[src/rtl/gemm_ws_stream.sv]
// gemm_ws_stream: weight-stationary systolic GEMM with input skew, PE grid, output de-skew and streaming handshakes
module gemm_ws_stream #(
    parameter int SA_SIZE = 4,
    parameter int WEIGHT_SIZE = 8,
    parameter int ACTIVATION_SIZE = 8,
    parameter int ACC_SIZE = WEIGHT_SIZE + ACTIVATION_SIZE + $clog2(SA_SIZE)
) (
    input  logic                                 clk_i,
    input  logic                                 reset_i,
    input  logic                                 start_i,
    input  logic                                 w_valid_i,
    output logic                                 w_ready_o,
    input  logic [$clog2(SA_SIZE)-1:0]           w_row_i,
    input  logic [SA_SIZE*WEIGHT_SIZE-1:0]       w_data_i,
    input  logic                                 in_valid_i,
    output logic                                 in_ready_o,
    input  logic                                 in_last_i,
    input  logic [SA_SIZE*ACTIVATION_SIZE-1:0]   in_data_i,
    output logic                                 out_valid_o,
    input  logic                                 out_ready_i,
    output logic                                 out_last_o,
    output logic [SA_SIZE*ACC_SIZE-1:0]          out_data_o,
    output logic                                 busy_o,
    output logic                                 done_o
);
    localparam int N = SA_SIZE;
    localparam int WS = WEIGHT_SIZE;
    localparam int AS = ACTIVATION_SIZE;
    localparam int CS = ACC_SIZE;
    localparam int D = 2 * N;
    typedef enum logic [1:0] {IDLE, COMPUTE, DRAIN} state_t;
    state_t state_q;
    logic signed [WS-1:0] w_q [N][N];
    logic signed [AS-1:0] a_w [N][N];
    logic signed [AS-1:0] act_q [N][N-1];
    logic signed [CS-1:0] p_w [N][N];
    logic signed [CS-1:0] ps_q [N][N];
    logic signed [CS-1:0] col_y [N];
    logic [D-1:0] tok_v_q, tok_l_q;
    logic out_valid_q, out_last_q, done_q;
    logic [N*CS-1:0] out_data_q;
    logic stall, acc_in, drained;

    assign stall = out_valid_q && !out_ready_i;
    assign in_ready_o = (state_q == COMPUTE) && !stall;
    assign acc_in = in_valid_i && in_ready_o;
    assign drained = !(|tok_v_q) && (!out_valid_q || out_ready_i);
    assign w_ready_o = state_q == IDLE;
    assign busy_o = state_q != IDLE;
    assign done_o = done_q;
    assign out_valid_o = out_valid_q;
    assign out_last_o = out_last_q;
    assign out_data_o = out_data_q;

    // Weight rows are writable only while idle
    always_ff @(posedge clk_i or posedge reset_i)
        if (reset_i) begin
            for (int i = 0; i < N; i++) for (int j = 0; j < N; j++) w_q[i][j] <= '0;
        end else if (w_valid_i && w_ready_o) begin
            for (int j = 0; j < N; j++) w_q[w_row_i][j] <= w_data_i[j*WS +: WS];
        end

    for (genvar i = 0; i < N; i++) begin : g_row
        logic signed [AS-1:0] sk_q [i+1];
        // Row i enters the grid i+1 cycles after acceptance; bubbles inject zeros
        always_ff @(posedge clk_i or posedge reset_i)
            if (reset_i) begin
                for (int d = 0; d <= i; d++) sk_q[d] <= '0;
            end else if (!stall) begin
                sk_q[0] <= acc_in ? in_data_i[i*AS +: AS] : '0;
                for (int d = 1; d <= i; d++) sk_q[d] <= sk_q[d-1];
            end
        for (genvar j = 0; j < N; j++) begin : g_col
            if (j == 0) begin : g_l
                assign a_w[i][j] = sk_q[i];
            end else begin : g_r
                assign a_w[i][j] = act_q[i][j-1];
            end
            if (i == 0) begin : g_t
                assign p_w[i][j] = '0;
            end else begin : g_d
                assign p_w[i][j] = ps_q[i-1][j];
            end
        end
    end

    // PE grid: activations shift right, partial sums shift down, both frozen on stall
    always_ff @(posedge clk_i or posedge reset_i)
        if (reset_i) begin
            for (int i = 0; i < N; i++) for (int j = 0; j < N; j++) ps_q[i][j] <= '0;
            for (int i = 0; i < N; i++) for (int j = 0; j < N - 1; j++) act_q[i][j] <= '0;
        end else if (!stall) begin
            for (int i = 0; i < N; i++) for (int j = 0; j < N; j++)
                ps_q[i][j] <= p_w[i][j] + CS'(a_w[i][j]) * CS'(w_q[i][j]);
            for (int i = 0; i < N; i++) for (int j = 0; j < N - 1; j++) act_q[i][j] <= a_w[i][j];
        end

    for (genvar j = 0; j < N; j++) begin : g_dsk
        if (j == N - 1) begin : g_pass
            assign col_y[j] = ps_q[N-1][j];
        end else begin : g_dly
            logic signed [CS-1:0] dk_q [N-1-j];
            // Column j waits N-1-j cycles so all columns of one vector line up
            always_ff @(posedge clk_i or posedge reset_i)
                if (reset_i) begin
                    for (int d = 0; d < N - 1 - j; d++) dk_q[d] <= '0;
                end else if (!stall) begin
                    dk_q[0] <= ps_q[N-1][j];
                    for (int d = 1; d < N - 1 - j; d++) dk_q[d] <= dk_q[d-1];
                end
            assign col_y[j] = dk_q[N-2-j];
        end
    end

    // Token chain tracks valid/last alongside the data and loads the output register
    always_ff @(posedge clk_i or posedge reset_i)
        if (reset_i) begin
            tok_v_q <= '0;
            tok_l_q <= '0;
            out_valid_q <= 1'b0;
            out_last_q <= 1'b0;
            out_data_q <= '0;
        end else if (!stall) begin
            tok_v_q <= {tok_v_q[D-2:0], acc_in};
            tok_l_q <= {tok_l_q[D-2:0], acc_in && in_last_i};
            out_valid_q <= tok_v_q[D-1];
            out_last_q <= tok_l_q[D-1];
            for (int j = 0; j < N; j++) out_data_q[j*CS +: CS] <= col_y[j];
        end

    // Batch FSM; done pulses as the pipeline and output register become empty
    always_ff @(posedge clk_i or posedge reset_i)
        if (reset_i) begin
            state_q <= IDLE;
            done_q <= 1'b0;
        end else begin
            done_q <= (state_q == DRAIN) && drained;
            if (state_q == IDLE && start_i) state_q <= COMPUTE;
            else if (state_q == COMPUTE && acc_in && in_last_i) state_q <= DRAIN;
            else if (state_q == DRAIN && drained) state_q <= IDLE;
        end
endmodule

[config.mk]
export PLATFORM = sky130hd
export DESIGN_NAME = gemm_ws_stream
export DESIGN_NICKNAME = d
export VERILOG_FILES = /design/src/rtl/gemm_ws_stream.sv
export SDC_FILE = /design/constraint.sdc
export NUM_CORES = 2
export LEC_CHECK = 0
export CAP_MARGIN = 25
export CORE_MARGIN = 2
export CORE_UTILIZATION = 60
export DETAILED_ROUTE_END_ITERATION = 10
export PLACE_DENSITY = 0.86
export SYNTH_ARGS = -nofsm -noshare
export SYNTH_HDL_FRONTEND = slang
export SYNTH_SLANG_ARGS = --single-unit
[constraint.sdc]
create_clock -name clk_i -period 30.6 [get_ports clk_i]
set_clock_uncertainty 0.2 [all_clocks]
set_input_delay 6.12 -clock clk_i [delete_from_list [all_inputs] [get_ports clk_i]]
set_output_delay 6.12 -clock clk_i [all_outputs]
set_load 0.05 [all_outputs]
; After elaboration in Yosys (flattened, before gate mapping)
; Index checks and enable logic that the tools add are counted.
; W data, S select, Z words.
[classes]
mux = 19
n_lt_le_gt_ge = 2
n_reduce_logical = 20
mul = 16
bitwise_logic = 1
eq_ne = 2
n_addsub = 12
[op_table]
columns = operator, count
row1 = $bwmux W128, 4
row2 = $demux W32 S2, 4
row3 = $mul A8 B8 Y16, 16
row4 = $add A18 B16 Y18, 12
row5 = $mux W8, 5
row6 = $mux W32, 1
row7 = $mux W24, 1
row8 = $mux W16, 1
row9 = $logic_and A1 B1 Y1, 11
row10 = $reduce_or A8 Y1, 1
row11 = $mux W2, 3
row12 = $logic_not A1 Y1, 4
row13 = $ge A3 B3 Y1 const B, 1
row14 = $lt A3 B1 Y1 const B, 1
row15 = $not A2 Y3, 1
row16 = $reduce_bool A3 Y1, 1
row17 = $eq A2 B1 Y1 const B, 1
row18 = $eq A2 B2 Y1 const B, 1
row19 = $logic_not A2 Y1, 1
row20 = $reduce_bool A2 Y1, 1
row21 = $logic_or A1 B1 Y1, 1
[word_totals]
out_inout_bits = 78
elab_cells = 139
regBits = 793
input_bits = 73

; Longest topological paths before layout
[logic_depth]
depth_word = 9
depth_mapped = 20
mapped_depth_nobuf = 19

; Worst setup path after synthesis
; OpenSTA, ideal clock, no wires.
[synth_path]
path_type = input-to-output
from = input out_ready_i
to = output in_ready_o
arrival_ns = 6.849
stages = 3
n_path_buf = 1
required_time_ns = 24.280
slack_ns = 17.431
path_cell_list = nand2b_1 -> clkbuf_1 -> and3_1
[synth_via]
elab_chain_cells = 4
[synth_lines]
columns = item, line
row1 = start: declaration, 20  ; input logic out_ready_i,
row2 = $logic_not A1 Y1, 44  ; assign stall = out_valid_q && !out_ready_i;
row3 = $logic_and A1 B1 Y1, 44
row4 = $logic_not A1 Y1, n/a
row5 = $logic_and A1 B1 Y1, 45  ; assign in_ready_o = (state_q == COMPUTE) && !stall;
row6 = end: declaration, 16  ; output logic in_ready_o,
; No other way between the ends.

; Worst setup path in the final report
; Ends and elaborated chain as after synthesis.

==> run metrics <==
outcome completed; via count 53.7k; TNS Setup 0 ns; Yosys Warn Count 0; Max Cap Viol 0; Finish-stage setup viols 0; Hold Violations, Final 0; crit share post-route 47.2%; dpl hpwl 125 mm; pins over their slew limit 0; vias in the first global route about 57k; WL final 161 mm; I/O pins 151; area delta synth->final 7.36%; Port-buffer cells 150; Post-synth EDFFs 0; grt total ovfl 0; CTS Sinks 785; CTS tree done; CP endpoint kind output pin; DRC 0; Synth area leader fa_1; synthesized area 77900 sq um; Worst EP required roughly 24 ns; Data arrival, critical path 8.14 ns; Final ANT Viol Nets 0; Starting Density approximately three fifths; Yosys top cell area share 30.2%; Via density between 5 and 6; global-route wire length before repair 276 mm; post-cts sizing count 0; largest net degree at the start of global routing 206; initial antenna violation count 8; Least-Margin Pin Slew 1.02 ns; asr flop ratio synth 100%; 1st-iter DRT viols 3761; Seq/Total Area, Yosys 25.2%; Die Span Y 364 um; crit-path max FO 44; synth cell count leaders nand2_1, inv_1, fa_1, dfrtp_1, ha_1; synth top area cells fa_1, dfrtp_1, ha_1; latest clock arrival within the worst-skew pair 0.71 ns; Die ar. 133000 sq um; Mapped Cells 8108; FF+latch count, synth 785; post-synth net total 9969; cell with the most instances after synthesis nand2_1; # Post-CTS Setup Buffers 0; syn avg cell area ~9.6 sq um; Max Clk Rate 69.2 MHz; CP startpoint kind primary input; Setup Crit Path Kind in -> out; clk buf depth 3; minimum clock period 14.46 ns; Placer Congestion 0.896; Root Buffer clkbuf_16; WL/cell 16.3 um; die width 364 um; layout cells sized above 1 roughly 4.0%; clk slew on worst S/H paths around 0.06 ns; Fillers 9368; RSZ-0062 raised after global routing false; CTS buffer count 85; Hold Crit Class reg -> reg; row count 132; core area 129000 sq um; first-pass iteration count of the detailed router 7; CTS Hold Bufs 0; max_slew headroom 31.9%; ys flop type dfrtp_1; Layout Nets 9916; Yosys cell types 73; total track usage 25.3%; H-tree depth 3
## through the flow
stage	cell area [sq um]	util, %	hold WS [ns]	cells	setup slack, ns
after global placement	80600	62.4	0.249	9706	16.19
after floorplan	77900	-	0.239	8108	2.24
final	83600	64.7	0.263	9874	16.14
after CTS	83500	64.6	0.268	9864	16.13
after global routing	83600	64.7	0.274	9871	16.07
after detailed placement	80600	62.4	0.254	9706	16.14
## placed cells by master (no fill, tap or decap), types with 38 or more instances in the layout
master / instances
inv_1: 1357
nand2_1: 1700
mux2_2: 123
nor3_1: 49
xor2_1: 64
xnor2_1: 160
clkbuf_16: 86
a21oi_1: 162
nand2b_1: 43
o21ai_0: 210
clkdlybuf4s50_1: 150
dfrtp_1: 785
a22o_1: 38
o21a_1: 46
a21o_1: 70
nor2_1: 232
and2_1: 529
a211oi_1: 46
ha_1: 612
o21bai_1: 43
fa_1: 1176
## worst max-delay path, stage by stage
cell             delay [ns]
clkdlybuf4s50_1        0.53
nand2b_4               0.41
and3_1                 0.24
clkdlybuf4s50_1        0.82
## state kept, by name (all words and copies together) (netlist names), 54 cells and up
signal and flops:
p_w 208, ps_q 54, out_data_o 72, col_y 54, g_dsk.g_dly.dk_q 72, w_q 128
g_row.sk_q 56, a_w 120
## kinds of logic (layout without fill, tap and decap cells)
kind of cell	Yosys count	in the layout	share of synthesized area, %
buffers and inverters	1686	1704	8.19
AOI/OAI and AO/OA	772	772	6.39
and+or+nand+nor	2718	2718	15.7
muxes	135	135	1.93
DFF	785	785	25.2
xor gates and xnor gates	224	224	2.52
adders and majority gates	1788	1788	40.1
other	0	6	0
## area by class of cell
type	instances	area, sq um	area share [%]
diodes	6	15.0	0.0180
flip-flops and latches	785	19600	23.5
inverters	1369	5150	6.16
clock inverters	50	579	0.693
multi-input cells	5637	51900	62.0
repair buffers	177	1830	2.19
well taps	1742	2180	2.61
clock buffers	108	2330	2.79
## routing by layer
layer / GRT usage [%] / up-vias / routed length [um]
met5: 0 / - / 0
met3: 3.64 / 317 / 8920
met2: 44.1 / 1450 / 81000
li1: - / 24800 / -
met1: 32.8 / 27100 / 67100
met4: 7.82 / 0 / 4120
## path summary, 6_finish.rpt
check / slack, ns / from / to / cells after the start
max: 16.14 / out_ready_i / in_ready_o / 4
min: 0.26 / out_data_o[6] / out_data_o[6] / 2
max reg2reg: 24.73 / w_q[24] / ps_q[70] / 15
min reg2reg: 0.26 / out_data_o[6] / out_data_o[6] / 2
max in group asynchronous: 22.22 / reset_i / out_data_o[27] / 4
min in group asynchronous: 5.78 / reset_i / g_dsk[0].g_dly.dk_q[49] / 2
Power is not shown: default switching activity piles up to over one toggle a cycle in this logic, so the estimate is an artifact.
